### src/rtl/ddr_ctrl_pkg.sv
// Shared types and constants for the SDRAM command controller:
// host command enum, SDRAM pin encodings, FSM states and default timings.
package ddr_ctrl_pkg;

  typedef enum logic [1:0] {
    REQ_NOP    = 2'd0,
    REQ_READA  = 2'd1,
    REQ_WRITEA = 2'd2,
    REQ_RSVD   = 2'd3
  } req_cmd_e;

  // {cs_n, ras_n, cas_n, we_n}
  localparam logic [3:0] SD_NOP   = 4'b0111;
  localparam logic [3:0] SD_ACT   = 4'b0011;
  localparam logic [3:0] SD_READ  = 4'b0101;
  localparam logic [3:0] SD_WRITE = 4'b0100;
  localparam logic [3:0] SD_AREF  = 4'b0001;

  localparam int DEF_TRCD = 3;
  localparam int DEF_CL   = 2;
  localparam int DEF_BL   = 4;
  localparam int DEF_TWR  = 2;
  localparam int DEF_TRP  = 3;
  localparam int DEF_TRFC = 10;
  localparam int DEF_TREF = 780;

  typedef enum logic [2:0] {
    IDLE,
    ACT,
    WAIT_RCD,
    RW,
    WAIT_DONE,
    REF,
    WAIT_RFC
  } state_e;

  // Column address with A10 set so the bank auto-precharges after the burst.
  function automatic logic [12:0] col_ap_addr(input logic [9:0] col);
    return {2'b00, 1'b1, col};
  endfunction

endpackage

### src/rtl/ddr_ref_timer.sv
// Free-running refresh interval timer with a single saturating pending flag.
module ddr_ref_timer
  import ddr_ctrl_pkg::*;
#(
  parameter int TREF = DEF_TREF
) (
  input  logic clk,
  input  logic rst,
  input  logic ref_ack,
  output logic ref_due
);

  localparam int            TW     = $clog2(TREF + 1);
  localparam logic [TW-1:0] RELOAD = TW'(TREF - 1);

  logic [TW-1:0] timer;
  logic          ref_pending;
  logic          expire;

  // The expiring cycle already counts as a request so AREF lands exactly TREF
  // cycles after the interval starts.
  assign expire  = (timer == '0);
  assign ref_due = ref_pending | expire;

  always_ff @(posedge clk) begin
    if (rst) begin
      timer       <= RELOAD;
      ref_pending <= 1'b0;
    end else begin
      timer       <= expire ? RELOAD : timer - TW'(1);
      ref_pending <= !ref_ack && (ref_pending || expire);
    end
  end

endmodule

### src/rtl/ddr_cmd_ctrl.sv
// Single-transaction SDRAM command sequencer: ACT, auto-precharge READ/WRITE,
// data window strobes and periodic auto-refresh.
module ddr_cmd_ctrl
  import ddr_ctrl_pkg::*;
#(
  parameter int TRCD = DEF_TRCD,
  parameter int CL   = DEF_CL,
  parameter int BL   = DEF_BL,
  parameter int TWR  = DEF_TWR,
  parameter int TRP  = DEF_TRP,
  parameter int TRFC = DEF_TRFC,
  parameter int TREF = DEF_TREF
) (
  input  logic        clk,
  input  logic        rst,
  input  logic        req_valid,
  output logic        req_ready,
  input  logic [1:0]  req_cmd,
  input  logic [24:0] req_addr,
  output logic        cs_n,
  output logic        ras_n,
  output logic        cas_n,
  output logic        we_n,
  output logic [1:0]  ba,
  output logic [12:0] a,
  output logic        rd_window,
  output logic        wr_window,
  output logic        ref_busy
);

  localparam int CW = 8;
  localparam logic [CW-1:0] ONE      = CW'(1);
  localparam logic [CW-1:0] RCD_LAST = CW'(TRCD - 1);
  localparam logic [CW-1:0] RFC_LAST = CW'(TRFC - 1);
  // WAIT_DONE offsets are counted from the READ/WRITE cycle.
  localparam logic [CW-1:0] RD_FIRST = CW'(CL);
  localparam logic [CW-1:0] RD_LAST  = CW'(CL + BL/2 - 1);
  localparam logic [CW-1:0] WR_LAST  = CW'(BL/2);
  localparam logic [CW-1:0] RD_END   = CW'(CL + BL/2 + TRP - 1);
  localparam logic [CW-1:0] WR_END   = CW'(BL/2 + TWR + TRP);

  state_e        state, state_next;
  logic [CW-1:0] cnt, cnt_next;
  logic [24:0]   addr_q;
  req_cmd_e      cmd_q;
  logic [3:0]    sd_cmd;
  logic          ref_due;
  logic          ref_ack;
  logic          accept;
  logic          is_read;

  ddr_ref_timer #(.TREF(TREF)) u_ref_timer (
    .clk     (clk),
    .rst     (rst),
    .ref_ack (ref_ack),
    .ref_due (ref_due)
  );

  assign accept  = req_valid && req_ready;
  assign is_read = (cmd_q == REQ_READA);
  assign {cs_n, ras_n, cas_n, we_n} = sd_cmd;

  always_ff @(posedge clk) begin
    if (rst) begin
      state  <= IDLE;
      cnt    <= '0;
      addr_q <= '0;
      cmd_q  <= REQ_NOP;
    end else begin
      state <= state_next;
      cnt   <= cnt_next;
      if (accept) begin
        addr_q <= req_addr;
        cmd_q  <= req_cmd_e'(req_cmd);
      end
    end
  end

  always_comb begin
    state_next = state;
    cnt_next   = cnt;
    sd_cmd     = SD_NOP;
    ba         = '0;
    a          = '0;
    rd_window  = 1'b0;
    wr_window  = 1'b0;
    ref_busy   = 1'b0;
    req_ready  = 1'b0;
    ref_ack    = 1'b0;
    case (state)
      IDLE: begin
        req_ready = !ref_due && !rst;
        if (ref_due) begin
          ref_ack    = 1'b1;
          state_next = REF;
        end else if (req_valid && (req_cmd == REQ_READA || req_cmd == REQ_WRITEA)) begin
          state_next = ACT;
        end
      end
      ACT: begin
        sd_cmd = SD_ACT;
        ba     = addr_q[24:23];
        a      = addr_q[22:10];
        if (TRCD <= 1) begin
          state_next = RW;
        end else begin
          state_next = WAIT_RCD;
          cnt_next   = ONE;
        end
      end
      WAIT_RCD: begin
        if (cnt == RCD_LAST) state_next = RW;
        else                 cnt_next   = cnt + ONE;
      end
      RW: begin
        sd_cmd     = is_read ? SD_READ : SD_WRITE;
        ba         = addr_q[24:23];
        a          = col_ap_addr(addr_q[9:0]);
        state_next = WAIT_DONE;
        cnt_next   = ONE;
      end
      WAIT_DONE: begin
        rd_window = is_read && (cnt >= RD_FIRST) && (cnt <= RD_LAST);
        wr_window = !is_read && (cnt <= WR_LAST);
        if (cnt == (is_read ? RD_END : WR_END)) state_next = IDLE;
        else                                    cnt_next   = cnt + ONE;
      end
      REF: begin
        sd_cmd   = SD_AREF;
        ref_busy = 1'b1;
        if (TRFC <= 1) begin
          state_next = IDLE;
        end else begin
          state_next = WAIT_RFC;
          cnt_next   = ONE;
        end
      end
      WAIT_RFC: begin
        ref_busy = 1'b1;
        if (cnt == RFC_LAST) state_next = IDLE;
        else                 cnt_next   = cnt + ONE;
      end
      default: state_next = IDLE;
    endcase
  end

endmodule
### config.mk
export PLATFORM = sky130hd
export DESIGN_NAME = ddr_cmd_ctrl
export DESIGN_NICKNAME = d
export VERILOG_FILES = /design/src/rtl/ddr_ctrl_pkg.sv /design/src/rtl/ddr_ref_timer.sv /design/src/rtl/ddr_cmd_ctrl.sv
export SDC_FILE = /design/constraint.sdc
export NUM_CORES = 1
export LEC_CHECK = 0
export CORE_AREA = 2 2 85 87
export CTS_CLUSTER_SIZE = 12
export DETAILED_ROUTE_END_ITERATION = 10
export DIE_AREA = 0 0 87 89
export GPL_ROUTABILITY_DRIVEN = 0
export MAX_ROUTING_LAYER = met4
export RECOVER_POWER = 50
export SLEW_MARGIN = 30
export SYNTH_ARGS = -nofsm -noshare
export SYNTH_HDL_FRONTEND = slang
export SYNTH_SLANG_ARGS = --single-unit
### constraint.sdc
create_clock -name clk -period 6.4 [get_ports clk]
set_clock_uncertainty 0.2 [all_clocks]
set_input_delay 0.96 -clock clk [delete_from_list [all_inputs] [get_ports clk]]
set_output_delay 0.96 -clock clk [all_outputs]
set_load 0.02 [all_outputs]
-- Word level (Yosys, flattened, before mapping)
Cells that the tools add are included.
- bitwise gates (word level): 1
- eq/ne operators: 19
- multiplexer cells: 21
- $add $sub $neg: 2
- order comparisons: 3
- reduce and logical (&&, ||, !) cells: 22
- operators by type and width (cell ; number):
    8-bit one-hot mux with 4 select lines ; 1
    13-bit one-hot mux with 2 select lines ; 1
    8-bit two-way mux ; 3
    3-bit one-hot mux with 7 select lines ; 1
    8-bit by 2-bit <= comparator with 1-bit output, second input constant ; 2
    3-bit two-way mux ; 5
    2-bit inequality test, second input constant ; 6
    10-bit zero test ; 1
    10-bit by 1-bit subtractor with 10-bit output, second input constant ; 1
    3-bit equality test, second input constant ; 3
    3-bit one-hot mux with 3 select lines ; 1
    8-bit by 1-bit adder with 8-bit output, second input constant ; 1
    8-bit by 2-bit equality test with 1-bit output, second input constant ; 1
    8-bit by 3-bit equality test with 1-bit output ; 1
    8-bit by 4-bit equality test with 1-bit output, second input constant ; 1
    8-bit by 2-bit >= comparator with 1-bit output, second input constant ; 1
    1-bit two-way mux ; 8
    4-bit AND reduction ; 2
    1-bit logical AND ; 7
    3-bit by 2-bit equality test with 1-bit output, second input constant ; 2
    2-bit OR reduction ; 3
    2-bit by 1-bit equality test with 1-bit output, second input constant ; 2
    1-bit zero test ; 4
    4-bit nonzero test ; 1
    8 further kinds ; 9
- input port bits: 30
- output and inout port bits: 23
- word-level logic and storage cells: 74
- flip-flop bits (word level): 49

-- Depth between registers and ports, before layout
Gate-level depths: netlist of the first run.
- depth in word-level cells: 6
- depth in mapped cells: 8
- gate-level depth less buffers: 7

-- Modules after synthesis
Synthesis of the first run repeated with hierarchy kept, for this count alone.
- cells, all modules: 315
- area, all modules: 2522.4 sq um
- modules (own cells, without submodules) (module ; cells an instance ; area an instance (sq um) ; seq. area each (sq um) ; instances):
    ddr_cmd_ctrl ; 257 ; 2004.4 ; 760.7 ; 1
    ddr_ref_timer ; 58 ; 518.0 ; 220.2 ; 1

-- Worst setup path after synthesis of the first run
OpenSTA, ideal clock, no wires.
- path kind: register -> output
- start: reg cnt[4]
- end: out rd_window
- path buffers: 0
- slack: 3.742 ns
- data arrival time: 1.498 ns
- cell stages (with the launch flop): 6
- path through: dfxtp_1 -> nor4_4 -> nand2b_1 -> nor2_1 -> nand2_1 -> nor3_1
- cells in the longest elaborated chain, start to end: 4
- elaborated cells on any way between the ends: 5
- those cells by class: order compare: 2; mux: 1; reduce/logical: 2
- ends and longest elaborated chain (element ; RTL line ; source):
    start, declared ; ddr_cmd_ctrl.sv:43 ; logic [CW-1:0] cnt, cnt_next;
    start signal, assigned ; ddr_cmd_ctrl.sv:71 ; cnt <= cnt_next;
    8-bit by 2-bit >= comparator with 1-bit output ; ddr_cmd_ctrl.sv:123 ; rd_window = is_read && (cnt >= RD_FIRST) && (cnt <= RD_LAST);
    1-bit logical AND ; ddr_cmd_ctrl.sv:123 ;
    1-bit logical AND (*) ; ddr_cmd_ctrl.sv:123 ;
    1-bit two-way mux (*) ; ddr_cmd_ctrl.sv:90 ; case (state)
    end, declared ; ddr_cmd_ctrl.sv:26 ; output logic rd_window,
Every way passes the cells marked *; elsewhere a longest branch is shown, timed or not.

-- Worst setup path in the final report of the first run
- start: in rst
- end: reg addr_q[18]
- cells in the longest elaborated chain, start to end: 4
- ends and longest elaborated chain (element ; RTL line ; source):
    start, declared ; ddr_cmd_ctrl.sv:15 ; input logic rst,
    1-bit zero test ; ddr_cmd_ctrl.sv:92 ; req_ready = !ref_due && !rst;
    1-bit logical AND ; ddr_cmd_ctrl.sv:92 ;
    1-bit two-way mux ; ddr_cmd_ctrl.sv:90 ;
    1-bit logical AND ; ddr_cmd_ctrl.sv:59 ; assign accept = req_valid && req_ready;
    end signal, assigned ; ddr_cmd_ctrl.sv:73 ; addr_q <= req_addr;
    end, declared ; ddr_cmd_ctrl.sv:44 ; logic [24:0] addr_q;
Parallel ways exist; a longest one is shown, timed or not.
A chain may end at the register's enable or synchronous reset.

==> results of run 1 <==
## stage by stage
| stage | hold WS (ns) | power [mW] |
|---|---|---|
| 6_report | 0.2029 | 0.9617 |
| 5_1_grt | 0.2268 | 1.028 |
| 4_1_cts | 0.2088 | 0.9843 |
| 3_5_place_dp | 0.1864 | 0.7895 |
| 3_3_place_gp | 0.1828 | 0.7888 |
| 2_1_floorplan | 0.1715 | 0.7040 |
## metal layers
layer | track usage | vias up | share of wire
li1 | - | 1034 | -
met4 | 0.05398 | 0 | 0.015
met3 | 0.03047 | 7 | 0.036
met2 | 0.2235 | 39 | 0.44
met5 | - | - | 0
met1 | 0.2228 | 922 | 0.51
## flip-flops by register name, indices dropped and copies added (netlist names)
register                 cells
cmd_q                        2
u_ref_timer.timer           10
u_ref_timer.ref_pending      1
state                        3
addr_q                      25
cnt                          8
## final cells by class
cell class              instances  area, um^2
clock buffers                   5       68.82
multi-input cells             200        1495
fillers                       639        3500
well taps                      80       100.1
flip-flops and latches         49       982.2
inverters                       8       30.03
clock inverters                 3       25.02
repair buffers                 52       518.0
## kinds of logic after synthesis
logic type                 after synthesis  synth area share
buffers and inverters                   22           0.05057
adders and majority gates                5           0.02363
muxes                                   37            0.1810
xor gates and xnor gates                 8           0.02647
other                                    1          0.001416
and+or+nand+nor                        113            0.2505
AOI/OAI and AO/OA                       36           0.09594
DFF                                     49            0.3705
## worst max-delay path: cells and delay by family
family	cells	cell delay [ns]
and+or+nand+nor	1	1.39
buffers and inverters	3	0.99
muxes	1	0.86
## placed cells by master (no fill, tap or decap), types with 3 or more instances in the layout
cell / netlist / routed
a31o_2: 3 / 3
mux2_4: 20 / 14
mux2_2: 7 / 7
nand2_1: 13 / 13
nand3_1: 5 / 5
nor3_1: 6 / 6
clkdlybuf4s50_1: 0 / 50
o22ai_1: 3 / 3
a21oi_1: 4 / 4
dfxtp_1: 49 / 48
o31ai_1: 4 / 4
o311ai_0: 4 / 4
ha_1: 5 / 5
mux2i_1: 10 / 10
nor2b_1: 27 / 27
xor2_1: 3 / 3
xnor2_1: 5 / 5
mux2_1: 0 / 6
o21ai_0: 7 / 8
clkbuf_8: 0 / 5
nor2_1: 33 / 33
nand2b_1: 5 / 5
nor3b_1: 3 / 3
inv_1: 7 / 7
## worst paths after layout
path	from	to	slack, ns	cells past startpoint
hold reg to reg	u_ref_timer.timer[0]	u_ref_timer.timer[0]	0.20	1
setup reg to reg	u_ref_timer.timer[0]	addr_q[18]	2.81	7
hold / removal	u_ref_timer.timer[0]	u_ref_timer.timer[0]	0.20	1
setup / recovery	rst	addr_q[18]	2.18	5
## power groups by stage
stage          Clock [mW]  Combinational (mW)  Sequential, mW
2_1_floorplan           0               0.324           0.380
3_3_place_gp            0               0.376           0.413
3_5_place_dp            0               0.376           0.414
4_1_cts             0.200               0.377           0.407
5_1_grt             0.214               0.398           0.416
6_report            0.191               0.363           0.407
==> flow_summary.html, run 1 <==
<table>
<tr><th>Metric</th><th>Value</th></tr>
<tr><th colspan="2">Run status</th></tr>
<tr><td>Status</td><td>complete, but fails checks</td></tr>
<tr><td>Violations in the final reports</td><td>capacitance limit, slew limit</td></tr>
<tr><th colspan="2">Layout</th></tr>
<tr><td>Final core utilization</td><td>0.4791</td></tr>
<tr><td>Final net count</td><td>351</td></tr>
<tr><td>Antenna diode count</td><td>0</td></tr>
<tr><td>Non-filler cells, final</td><td>roughly 400</td></tr>
<tr><td>Layout overhead on the synthesized area</td><td>21.60%</td></tr>
<tr><td>Share of layout cells above drive strength 1</td><td>0.1451</td></tr>
<tr><td>Layout Cell Area excl Fill</td><td>~0.0032 mm^2</td></tr>
<tr><th colspan="2">Place</th></tr>
<tr><td>Cell count after placement</td><td>389</td></tr>
<tr><td>Placed inst area</td><td>0.003163 mm^2</td></tr>
<tr><td>I/O Buffers</td><td>51</td></tr>
<tr><td>Worst slack, placed</td><td>around 2.5 ns</td></tr>
<tr><td>Detailed placer's ending HPWL</td><td>~3900 um</td></tr>
<tr><th colspan="2">Timing</th></tr>
<tr><td>Sum of negative setup slack</td><td>0 ns</td></tr>
<tr><td>Max-slew violation total from the final report</td><td>28</td></tr>
<tr><td>Fin crit share</td><td>0.6598</td></tr>
<tr><td>Crit path time final</td><td>4.223 ns</td></tr>
<tr><td>Unrepaired setup endpoints after global routing</td><td>false</td></tr>
<tr><td>Achievable frequency</td><td>about 240 MHz</td></tr>
<tr><td>Post-route setup slack</td><td>2.177 ns</td></tr>
<tr><td>Total count of hold-check failures in the final report</td><td>0</td></tr>
<tr><td>Setup Viol. Count Final</td><td>0</td></tr>
<tr><td>Transition at the pin with the smallest max-transition slack</td><td>1.802 ns</td></tr>
<tr><td>Worst relative slew slack</td><td>-0.2047</td></tr>
<tr><th colspan="2">Min path</th></tr>
<tr><td>Class of the most critical hold timing path</td><td>reg -&gt; reg</td></tr>
<tr><th colspan="2">Floorplan</th></tr>
<tr><td>Area of the die</td><td>a little under 0.008 mm^2</td></tr>
<tr><td>Initial standard-cell utilization of the core</td><td>0.3940</td></tr>
<tr><td>Vertical die dimension</td><td>89 um</td></tr>
<tr><td>Overall die width</td><td>a little under 90 um</td></tr>
<tr><td>Number of primary I/O pins</td><td>53</td></tr>
<tr><td>Placement row count</td><td>30</td></tr>
<tr><td>Core region area</td><td>roughly 0.0067 mm^2</td></tr>
<tr><th colspan="2">Synthesis</th></tr>
<tr><td>Prevailing post-synth register cell</td><td>dfxtp_1</td></tr>
<tr><td>Distinct cells, synth</td><td>57</td></tr>
<tr><td>Area share of the largest cell type after synthesis</td><td>0.3705</td></tr>
<tr><td>Number of flops mapped to enable cells by yosys</td><td>0</td></tr>
<tr><td>Share of the yosys chip area belonging to registers</td><td>0.3705</td></tr>
<tr><td>Synthesis Warnings</td><td>0</td></tr>
<tr><td>Total standard cell area after synthesis</td><td>between 0.002 and 0.003 mm^2</td></tr>
<tr><td>Cell type with the largest total area after synthesis</td><td>dfxtp_1</td></tr>
<tr><td>Share of synthesized flip-flops with an asynchronous set or reset</td><td>0</td></tr>
<tr><td>FF+latch count, synth</td><td>49</td></tr>
<tr><td>Main area contributors after synthesis</td><td>dfxtp_1, mux2_4, nor2b_1, nor2_1, mux2i_1</td></tr>
<tr><td>Ranking of synthesized cells by instance count</td><td>dfxtp_1, nor2_1, nor2b_1</td></tr>
<tr><td>Post-synthesis average cell area</td><td>about 9.8 um^2</td></tr>
<tr><td>Post-Synthesis Cells</td><td>about 270</td></tr>
<tr><td>Most common cell in the netlist</td><td>dfxtp_1</td></tr>
<tr><td>Number of nets produced by synthesis</td><td>306</td></tr>
<tr><th colspan="2">Drt</th></tr>
<tr><td>Remaining antenna violation count</td><td>0</td></tr>
<tr><td>Total vias in the final route</td><td>2002</td></tr>
<tr><td>Routed WL per cell</td><td>13.90 um</td></tr>
<tr><td>Average via count per standard cell</td><td>5.043</td></tr>
<tr><td>Final wirelength</td><td>about 5500 um</td></tr>
<tr><td>Drt pass-1 iters</td><td>4</td></tr>
<tr><td>First DRT Iteration DRCs</td><td>120</td></tr>
<tr><td>Residual DRC count</td><td>0</td></tr>
<tr><th colspan="2">Clock network</th></tr>
<tr><td>Root Buffer Master</td><td>clkbuf_8</td></tr>
<tr><td>H-tree Lvls</td><td>2</td></tr>
<tr><td>Clock edge transition at the registers on the reported setup and hold paths</td><td>between 0.1 and 0.15 ns</td></tr>
<tr><td>Clock net sink count</td><td>49</td></tr>
<tr><td>Hold-fix buffer count after cts</td><td>0</td></tr>
<tr><td>TritonCTS clock tree</td><td>done</td></tr>
<tr><td>Longest Clk Path Bufs</td><td>2</td></tr>
<tr><td>Count of instances resized after the clock tree is built</td><td>0</td></tr>
<tr><td>Insertion delay of the later-clocked pin in the worst-skew pair</td><td>just over 0.3 ns</td></tr>
<tr><td>Number of buffers inserted by post-CTS setup repair</td><td>0</td></tr>
<tr><td>Number of CTS-inserted buffers</td><td>5</td></tr>
<tr><th colspan="2">Power</th></tr>
<tr><td>Leakage power</td><td>between 1 and 1.5 nW</td></tr>
<tr><td>Net switching power</td><td>~0.34 mW</td></tr>
<tr><td>Logic pwr share</td><td>0.378</td></tr>
<tr><td>Seq pwr share</td><td>0.423</td></tr>
<tr><td>Switching fraction of total power</td><td>0.3496</td></tr>
<tr><td>Power density over the cells</td><td>between 200 and 300 mW/mm^2</td></tr>
<tr><td>Clock share of power</td><td>0.199</td></tr>
<tr><td>Internal Pwr Total</td><td>around 0.63 mW</td></tr>
<tr><td>Peak supply drop</td><td>~0.00011 V</td></tr>
<tr><th colspan="2">GRT</th></tr>
<tr><td>Wire length of the first global-routing pass</td><td>9287 um</td></tr>
<tr><td>Overflow left after global routing</td><td>0</td></tr>
<tr><td>Vias in the first global route</td><td>between 1500 and 2000</td></tr>
<tr><td>Total GRT Usage</td><td>0.1575</td></tr>
<tr><td>Largest net degree at the start of global routing</td><td>40</td></tr>
<tr><td>Number of antenna violations at the first check in global routing</td><td>0</td></tr>
<tr><th colspan="2">Critical path</th></tr>
<tr><td>Kind of end point of the critical path</td><td>flop</td></tr>
<tr><td>Arrival time reported for the critical path endpoint</td><td>approximately 4.2 ns</td></tr>
<tr><td>CP Cell Sequence</td><td>dlygate4sd3_1 &gt; buf_4 &gt; inv_1 &gt; nand4_1 &gt; mux2_1</td></tr>
<tr><td>Worst Setup Path Type</td><td>in -&gt; reg</td></tr>
<tr><td>Maximum fanout count along the critical path</td><td>39</td></tr>
<tr><td>Delay of the slowest critical-path stage</td><td>1.39 ns</td></tr>
<tr><td>Nature of the critical path startpoint</td><td>input port</td></tr>
<tr><td>Critical path's slowest cell</td><td>nand4_1</td></tr>
<tr><td>Required time of the critical path</td><td>about 6.4 ns</td></tr>
<tr><th colspan="2">Flow run</th></tr>
<tr><td>Max-cap violations</td><td>1</td></tr>
</table>
(Power assumes the default switching activity.)
==> inputs of run 2 (changes only) <==
- clock period: 6.4 -> 4.4 ns (I/O delays scaled with it)
==> run 2 against run 1 <==
  * Sequential share of layout area is 0.086 points lower
  * Critical path depth is 2 higher
  * Worst setup slack worse by 1.0 ns
  * Die area stayed put
  * Sequential cell count stayed put
  * Critical path type is now reg -> out
  * Count of clock-buffer cells in the layout is 1 higher
  * The run still ends with capacitance limit, slew limit left
  * Clock power is 67% higher
  * Design area is 0.16% higher
  * Non-clock buffer count is 1 higher
  * Via count is 1.0% higher
  * Highest routed layer unchanged
  * First-iteration DRC count is 4.2% lower
  * Global-route usage is 0.15 points higher
  * Largest cell class unchanged
==> flow_summary.html, run 2 (same netlist as run 1, synthesis figures left out) <==
<table>
<tr><th>Metric</th><th>Value</th></tr>
<tr><th colspan="2">GRT</th></tr>
<tr><td>Wire length of the first global-routing pass</td><td>9356 um (was 9287 um)</td></tr>
<tr><td>Number of antenna violations at the first check in global routing</td><td>0 (unchanged)</td></tr>
<tr><td>Total GRT Usage</td><td>0.1590 (was 0.1575)</td></tr>
<tr><td>Overflow left after global routing</td><td>0 (unchanged)</td></tr>
<tr><td>Vias in the first global route</td><td>1964 (was 1896)</td></tr>
<tr><td>Largest net degree at the start of global routing</td><td>39 (was 40)</td></tr>
<tr><th colspan="2">Clock network</th></tr>
<tr><td>Root Buffer Master</td><td>clkbuf_8 (unchanged)</td></tr>
<tr><td>Hold-fix buffer count after cts</td><td>0 (unchanged)</td></tr>
<tr><td>TritonCTS clock tree</td><td>done (unchanged)</td></tr>
<tr><td>Count of instances resized after the clock tree is built</td><td>0 (unchanged)</td></tr>
<tr><td>Number of buffers inserted by post-CTS setup repair</td><td>0 (unchanged)</td></tr>
<tr><td>Insertion delay of the later-clocked pin in the worst-skew pair</td><td>0.30 ns (was 0.31 ns)</td></tr>
<tr><td>Clock net sink count</td><td>49 (unchanged)</td></tr>
<tr><td>H-tree Lvls</td><td>2 (unchanged)</td></tr>
<tr><td>Number of CTS-inserted buffers</td><td>5 (unchanged)</td></tr>
<tr><td>Clock edge transition at the registers on the reported setup and hold paths</td><td>0.08 ns (was 0.11 ns)</td></tr>
<tr><td>Longest Clk Path Bufs</td><td>2 (unchanged)</td></tr>
<tr><th colspan="2">Layout</th></tr>
<tr><td>Most common cell after layout, fill and taps aside</td><td>clkdlybuf4s50_1 (unchanged)</td></tr>
<tr><td>Layout overhead on the synthesized area</td><td>21.79% (was 21.60%)</td></tr>
<tr><td>Final net count</td><td>352 (was 351)</td></tr>
<tr><td>Share of layout cells above drive strength 1</td><td>0.1164 (was 0.1451)</td></tr>
<tr><td>Reg with most FFs</td><td>addr_q (unchanged)</td></tr>
<tr><td>Most used cells in the layout excluding fill and tap cells</td><td>clkdlybuf4s50_1, dfxtp_1, nor2_1 (unchanged)</td></tr>
<tr><td>Count of fill cells added during filler insertion</td><td>641 (was 639)</td></tr>
<tr><td>Max reg flops</td><td>25 (unchanged)</td></tr>
<tr><td>Antenna diode count</td><td>0 (unchanged)</td></tr>
<tr><td>Largest registers ranked by flip-flop count</td><td>addr_q x25, u_ref_timer.timer x10, cnt x8 (unchanged)</td></tr>
<tr><th colspan="2">Timing</th></tr>
<tr><td>Achievable frequency</td><td>slightly above 300 MHz</td></tr>
<tr><td>Transition at the pin with the smallest max-transition slack</td><td>1.732 ns (was 1.802 ns)</td></tr>
<tr><td>Fin crit share</td><td>0.7433</td></tr>
<tr><td>Total count of hold-check failures in the final report</td><td>0 (unchanged)</td></tr>
<tr><td>Max-slew violation total from the final report</td><td>39 (was 28)</td></tr>
<tr><td>Crit path time final</td><td>approximately 3.3 ns</td></tr>
<tr><td>Sum of negative setup slack</td><td>0 ns (unchanged)</td></tr>
<tr><td>Worst relative slew slack</td><td>-0.1549 (was -0.2047)</td></tr>
<tr><td>Unrepaired setup endpoints after global routing</td><td>false (unchanged)</td></tr>
<tr><td>Setup Viol. Count Final</td><td>0 (unchanged)</td></tr>
<tr><th colspan="2">Run status</th></tr>
<tr><td>Status</td><td>complete, but fails checks (unchanged)</td></tr>
<tr><td>Violations in the final reports</td><td>capacitance limit, slew limit (unchanged)</td></tr>
<tr><th colspan="2">Place</th></tr>
<tr><td>I/O Buffers</td><td>51 (unchanged)</td></tr>
<tr><td>Detailed placer's ending HPWL</td><td>3999 um (was 3853 um)</td></tr>
<tr><th colspan="2">Critical path</th></tr>
<tr><td>Worst r2r path cells</td><td>7 (unchanged)</td></tr>
<tr><td>Kind of end point of the critical path</td><td>output port (was flop)</td></tr>
<tr><td>Required time of the critical path</td><td>3.54 ns (was 6.40 ns)</td></tr>
<tr><td>Critical register-to-register path startpoint</td><td>cnt[0] (was u_ref_timer.timer[0])</td></tr>
<tr><td>Worst Setup Path Type</td><td>reg -&gt; out (was in -&gt; reg)</td></tr>
<tr><td>Maximum fanout count along the critical path</td><td>4 (was 39)</td></tr>
<tr><td>R2R setup slack</td><td>1.78 ns (was 2.81 ns)</td></tr>
<tr><td>Nature of the critical path startpoint</td><td>flop (was input port)</td></tr>
<tr><td>RR Endpoint</td><td>cnt[7] (was addr_q[18])</td></tr>
<tr><td>Arrival time reported for the critical path endpoint</td><td>2.41 ns (was 4.22 ns)</td></tr>
<tr><th colspan="2">Power</th></tr>
<tr><td>Switching fraction of total power</td><td>0.3376 (was 0.3496)</td></tr>
<tr><td>Logic pwr share</td><td>0.377 (was 0.378)</td></tr>
<tr><td>Clock share of power</td><td>0.223 (was 0.199)</td></tr>
<tr><td>Internal Pwr Total</td><td>0.9462 mW (was 0.6255 mW)</td></tr>
<tr><td>Peak supply drop</td><td>0.0002225 V (was 0.0001147 V)</td></tr>
<tr><td>Sum of internal, switching and leakage power</td><td>1.428 mW (was 0.9617 mW)</td></tr>
<tr><td>Leakage power</td><td>1.210 nW (was 1.222 nW)</td></tr>
<tr><td>Power density over the cells</td><td>443.0 mW/mm^2 (was 298.7 mW/mm^2)</td></tr>
<tr><td>Seq pwr share</td><td>0.400 (was 0.423)</td></tr>
<tr><td>Net switching power</td><td>0.4822 mW (was 0.3362 mW)</td></tr>
<tr><th colspan="2">Floorplan</th></tr>
<tr><td>Placement row count</td><td>30 (unchanged)</td></tr>
<tr><td>Vertical die dimension</td><td>89 um (unchanged)</td></tr>
<tr><td>Core region area</td><td>0.006719 mm^2 (unchanged)</td></tr>
<tr><td>Initial standard-cell utilization of the core</td><td>0.3940 (unchanged)</td></tr>
<tr><td>Area of the die</td><td>0.007743 mm^2 (unchanged)</td></tr>
<tr><td>Overall die width</td><td>87 um (unchanged)</td></tr>
<tr><td>Number of primary I/O pins</td><td>53 (unchanged)</td></tr>
<tr><th colspan="2">Drt</th></tr>
<tr><td>Routed WL per cell</td><td>14.25 um (was 13.90 um)</td></tr>
<tr><td>Remaining antenna violation count</td><td>0 (unchanged)</td></tr>
<tr><td>Final wirelength</td><td>5670 um (was 5517 um)</td></tr>
<tr><td>Residual DRC count</td><td>0 (unchanged)</td></tr>
<tr><td>Total vias in the final route</td><td>2023 (was 2002)</td></tr>
<tr><td>First DRT Iteration DRCs</td><td>115 (was 120)</td></tr>
<tr><td>Average via count per standard cell</td><td>5.083 (was 5.043)</td></tr>
<tr><td>Drt pass-1 iters</td><td>4 (unchanged)</td></tr>
<tr><th colspan="2">Min path</th></tr>
<tr><td>Class of the most critical hold timing path</td><td>reg -&gt; reg (unchanged)</td></tr>
<tr><td>Hold_sp</td><td>u_ref_timer.timer[0] (unchanged)</td></tr>
<tr><td>Count of cells along the worst hold path</td><td>1 (unchanged)</td></tr>
<tr><td>Destination of the worst hold path</td><td>u_ref_timer.timer[0] (unchanged)</td></tr>
<tr><th colspan="2">Flow run</th></tr>
<tr><td>Max-cap violations</td><td>1 (unchanged)</td></tr>
</table>
-- run 2: changes by cell type in the layout (fill, tap and decap cells not counted), sizes merged --
cell	before	now
inv	9	8
bufinv	0	1
clkinvlp	1	0
clkbuf	5	7
-- run 2: worst max path at each step --
| stage | startpoint | endpoint | slack (ns) | cells after the start |
|---|---|---|---|---|
| after CTS | u_ref_timer.timer[0] | req_ready | 1.11 | 7 |
| after global placement | rst | req_ready | 1.40 | 4 |
| final | u_ref_timer.timer[0] | req_ready | 1.13 | 7 |
| after floorplan | cnt[4] | rd_window | 2.04 | 5 |
| after global routing | u_ref_timer.timer[0] | req_ready | 1.02 | 7 |
| after detailed placement | rst | req_ready | 1.40 | 4 |
-- run 2: layout make-up --
cell class                      count  area [um^2]  area share
Multi-Input combinational cell    200         1480      0.4591
Sequential cell                    49        980.9      0.3042
Inverter                            8        30.03    0.009313
Tap cell                           80        100.1     0.03104
Clock inverter                      2        38.79     0.01203
Timing Repair Buffer               53        521.8      0.1618
Clock buffer                        6        72.57     0.02251
-- run 2: power by group through the flow --
stage               combinational (mW)  sequential, mW  clock, mW
CTS                              0.580           0.571      0.334
detailed placement               0.575           0.582          0
global route                     0.589           0.583      0.352
global placement                 0.572           0.580          0
finish                           0.538           0.571      0.319
floorplan                        0.471           0.553          0
-- run 2: worst max-delay path: stages (launching register included) --
cell             delay (ns)
dfxtp_1                0.33
inv_1                  0.11
ha_1                   0.14
or4b_1                 0.48
nor3_4                 0.20
nor2_2                 0.10
and3_2                 0.22
clkdlybuf4s50_1        0.54
-- run 2: stage by stage --
stage	cell area (um^2)	util	std cells	setup WS (ns)	hold slack, ns
2_1_floorplan	2648	-	271	2.042	0.1715
3_3_place_gp	3169	0.4717	390	1.396	0.1831
3_5_place_dp	3169	0.4717	390	1.403	0.1903
4_1_cts	3281	0.4883	398	1.108	0.2112
5_1_grt	3224	0.4799	398	1.021	0.2215
6_report	3224	0.4799	398	1.130	0.2081
-- run 2: per-layer routing --
metal	track usage	share of wire	up-vias
met5	-	0	-
met4	0.04688	0.013	0
met3	0.03509	0.051	7
met2	0.2366	0.45	57
met1	0.2162	0.48	927
li1	-	-	1032
==> inputs of run 3 (changes only) <==
- clock period: 4.4 -> 3.2 ns (I/O delays scaled with it)
==> run 3 against run 2 <==
  * The run now ends clean
  * Die area unchanged
  * Wire length down 0.86%
  * Non-clock buffer count up 3
  * Largest cell class unchanged
==> flow_summary.html, run 3 (same netlist as run 1, synthesis figures left out) <==
<table>
<tr><th>Metric</th><th>Value</th></tr>
<tr><th colspan="2">Drt</th></tr>
<tr><td>Remaining antenna violation count</td><td>0 (unchanged)</td></tr>
<tr><td>Total vias in the final route</td><td>2040 (was 2023)</td></tr>
<tr><td>Drt pass-1 iters</td><td>4 (unchanged)</td></tr>
<tr><td>First DRT Iteration DRCs</td><td>103 (was 115)</td></tr>
<tr><td>Average via count per standard cell</td><td>5.087 (was 5.083)</td></tr>
<tr><td>Final wirelength</td><td>5621 um (was 5670 um)</td></tr>
<tr><td>Routed WL per cell</td><td>14.02 um (was 14.25 um)</td></tr>
<tr><td>Residual DRC count</td><td>0 (unchanged)</td></tr>
<tr><th colspan="2">Clock network</th></tr>
<tr><td>Clock edge transition at the registers on the reported setup and hold paths</td><td>0.09 ns (was 0.08 ns)</td></tr>
<tr><td>Longest Clk Path Bufs</td><td>2 (unchanged)</td></tr>
<tr><td>Number of buffers inserted by post-CTS setup repair</td><td>0 (unchanged)</td></tr>
<tr><td>Hold-fix buffer count after cts</td><td>0 (unchanged)</td></tr>
<tr><td>Root Buffer Master</td><td>clkbuf_8 (unchanged)</td></tr>
<tr><td>H-tree Lvls</td><td>2 (unchanged)</td></tr>
<tr><td>Count of instances resized after the clock tree is built</td><td>0 (unchanged)</td></tr>
<tr><td>TritonCTS clock tree</td><td>done (unchanged)</td></tr>
<tr><td>Number of CTS-inserted buffers</td><td>5 (unchanged)</td></tr>
<tr><td>Clock net sink count</td><td>49 (unchanged)</td></tr>
<tr><td>Insertion delay of the later-clocked pin in the worst-skew pair</td><td>0.30 ns (about the same)</td></tr>
<tr><th colspan="2">Timing</th></tr>
<tr><td>Sum of negative setup slack</td><td>0 ns (unchanged)</td></tr>
<tr><td>Minimum hold slack</td><td>0.2050 ns (was 0.2081 ns)</td></tr>
<tr><td>Post-route setup slack</td><td>0.2998 ns (was 1.130 ns)</td></tr>
<tr><td>Transition at the pin with the smallest max-transition slack</td><td>1.270 ns (was 1.732 ns)</td></tr>
<tr><td>Worst relative slew slack</td><td>0.1415 (was -0.1549)</td></tr>
<tr><td>Unrepaired setup endpoints after global routing</td><td>false (unchanged)</td></tr>
<tr><td>Crit path time final</td><td>2.900 ns</td></tr>
<tr><td>Max-slew violation total from the final report</td><td>0 (was 39)</td></tr>
<tr><td>Achievable frequency</td><td>around 340 MHz</td></tr>
<tr><td>Fin crit share</td><td>0.9063</td></tr>
<tr><td>Setup Viol. Count Final</td><td>0 (unchanged)</td></tr>
<tr><td>Total count of hold-check failures in the final report</td><td>0 (unchanged)</td></tr>
<tr><th colspan="2">Place</th></tr>
<tr><td>Placed inst area</td><td>0.003192 mm^2 (was 0.003169 mm^2)</td></tr>
<tr><td>Worst slack, placed</td><td>0.4665 ns (was 1.403 ns)</td></tr>
<tr><td>Detailed placer's ending HPWL</td><td>3876 um (was 3999 um)</td></tr>
<tr><td>I/O Buffers</td><td>51 (unchanged)</td></tr>
<tr><th colspan="2">Critical path</th></tr>
<tr><td>Nature of the critical path startpoint</td><td>flop (unchanged)</td></tr>
<tr><td>Critical register-to-register path startpoint</td><td>cnt[4] (was cnt[0])</td></tr>
<tr><td>RR Endpoint</td><td>cnt[1] (was cnt[7])</td></tr>
<tr><td>Kind of end point of the critical path</td><td>output port (unchanged)</td></tr>
<tr><td>Worst Setup Path Type</td><td>reg -&gt; out (unchanged)</td></tr>
<tr><td>Worst r2r path cells</td><td>5 (was 7)</td></tr>
<tr><td>Required time of the critical path</td><td>2.52 ns (was 3.54 ns)</td></tr>
<tr><td>Maximum fanout count along the critical path</td><td>4 (unchanged)</td></tr>
<tr><td>Arrival time reported for the critical path endpoint</td><td>2.22 ns (was 2.41 ns)</td></tr>
<tr><td>R2R setup slack</td><td>0.43 ns (was 1.78 ns)</td></tr>
<tr><td>Launch point of the critical path</td><td>u_ref_timer.timer[0] (unchanged)</td></tr>
<tr><th colspan="2">GRT</th></tr>
<tr><td>Wire length of the first global-routing pass</td><td>9280 um (was 9356 um)</td></tr>
<tr><td>Overflow left after global routing</td><td>0 (unchanged)</td></tr>
<tr><td>Number of antenna violations at the first check in global routing</td><td>0 (unchanged)</td></tr>
<tr><td>Largest net degree at the start of global routing</td><td>39 (unchanged)</td></tr>
<tr><td>Vias in the first global route</td><td>1911 (was 1964)</td></tr>
<tr><td>Total GRT Usage</td><td>0.1556 (was 0.1590)</td></tr>
<tr><th colspan="2">Power</th></tr>
<tr><td>Leakage power</td><td>1.251 nW (was 1.210 nW)</td></tr>
<tr><td>Power density over the cells</td><td>619.8 mW/mm^2 (was 443.0 mW/mm^2)</td></tr>
<tr><td>Peak supply drop</td><td>0.0002150 V (was 0.0002225 V)</td></tr>
<tr><th colspan="2">Layout</th></tr>
<tr><td>Layout overhead on the synthesized area</td><td>22.83% (was 21.79%)</td></tr>
<tr><td>Final net count</td><td>355 (was 352)</td></tr>
<tr><td>Most common cell after layout, fill and taps aside</td><td>dfxtp_1 (was clkdlybuf4s50_1)</td></tr>
<tr><td>Final core utilization</td><td>0.4840 (was 0.4799)</td></tr>
<tr><td>Largest registers ranked by flip-flop count</td><td>addr_q x25, u_ref_timer.timer x10, cnt x8 (unchanged)</td></tr>
<tr><td>Count of fill cells added during filler insertion</td><td>636 (was 641)</td></tr>
<tr><td>Max reg flops</td><td>25 (unchanged)</td></tr>
<tr><td>Antenna diode count</td><td>0 (unchanged)</td></tr>
<tr><td>Most used cells in the layout excluding fill and tap cells</td><td>dfxtp_1, clkdlybuf4s50_1, nor2_1 (was clkdlybuf4s50_1, dfxtp_1, nor2_1)</td></tr>
<tr><td>Share of layout cells above drive strength 1</td><td>0.1371 (was 0.1164)</td></tr>
<tr><td>Layout Cell Area excl Fill</td><td>0.003252 mm^2 (was 0.003224 mm^2)</td></tr>
<tr><td>Reg with most FFs</td><td>addr_q (unchanged)</td></tr>
<tr><th colspan="2">Floorplan</th></tr>
<tr><td>Overall die width</td><td>87 um (unchanged)</td></tr>
<tr><td>Number of primary I/O pins</td><td>53 (unchanged)</td></tr>
<tr><td>Placement row count</td><td>30 (unchanged)</td></tr>
<tr><td>Vertical die dimension</td><td>89 um (unchanged)</td></tr>
<tr><td>Initial standard-cell utilization of the core</td><td>0.3940 (unchanged)</td></tr>
<tr><td>Core region area</td><td>0.006719 mm^2 (unchanged)</td></tr>
<tr><td>Area of the die</td><td>0.007743 mm^2 (unchanged)</td></tr>
<tr><th colspan="2">Min path</th></tr>
<tr><td>Destination of the worst hold path</td><td>u_ref_timer.timer[0] (unchanged)</td></tr>
<tr><td>Count of cells along the worst hold path</td><td>1 (unchanged)</td></tr>
<tr><td>Class of the most critical hold timing path</td><td>reg -&gt; reg (unchanged)</td></tr>
<tr><td>Hold_sp</td><td>u_ref_timer.timer[0] (unchanged)</td></tr>
<tr><th colspan="2">Flow run</th></tr>
<tr><td>Max-cap violations</td><td>0 (was 1)</td></tr>
<tr><th colspan="2">Run status</th></tr>
<tr><td>Status</td><td>completed (was complete, but fails checks)</td></tr>
</table>
## run 3: changes by cell type in the layout (fill, tap and decap cells not counted), moves of 2 or more
cell / before / now
dlygate4sd3_1: 1 / 4
clkdlybuf4s50_1: 50 / 46
mux2_1: 14 / 9
clkbuf_1: 2 / 0
mux2_4: 6 / 11
buf_4: 1 / 5
## run 3: through the flow
step / total power [mW] / std cells
floorplan: 1.408 / 271
global placement: 1.602 / 393
detailed placement: 1.601 / 393
CTS: 2.076 / 401
global route: 2.137 / 401
finish: 2.015 / 401
## run 3: worst max path at each step
stage | slack, ns | to | cells after the start
after global routing | 0.1 | rd_window | 6
after floorplan | 1.0 | cnt[7] | 7
after CTS | 0.12 | req_ready | 7
after global placement | 0.51 | req_ready | 7
final | 0.30 | req_ready | 7
after detailed placement | 0.47 | req_ready | 7
## run 3: cell type report
class	instances	area (um^2)	share of cell area
clock buffer	6	82.58	0.02539
clock inverter	2	37.54	0.01154
inverter	8	30.03	0.009234
multi-input combinational	200	1470	0.4521
sequential	49	980.9	0.3017
tap	80	100.1	0.03078
timing repair buffer	56	550.5	0.1693
## run 3: layer usage
metal	vias to the layer above	track usage	share of wire
met5	-	-	0
li1	1040	-	-
met3	7	0.02585	0.045
met4	0	0.05114	0.014
met2	49	0.2276	0.43
met1	944	0.2180	0.51
## run 3: where the power goes
group,internal [mW],switching (mW)
clock,0.254,0.216
sequential,0.712,0.0736
combinational,0.374,0.386
total,1.34,0.675
## run 3: critical path, stage by stage (launching register included)
cell            delay [ns]
dfxtp_1               0.33
inv_1                 0.10
ha_1                  0.14
or4b_1                0.43
nor3_1                0.32
nor2_1                0.18
and3_2                0.24
dlymetal6s2s_1        0.20
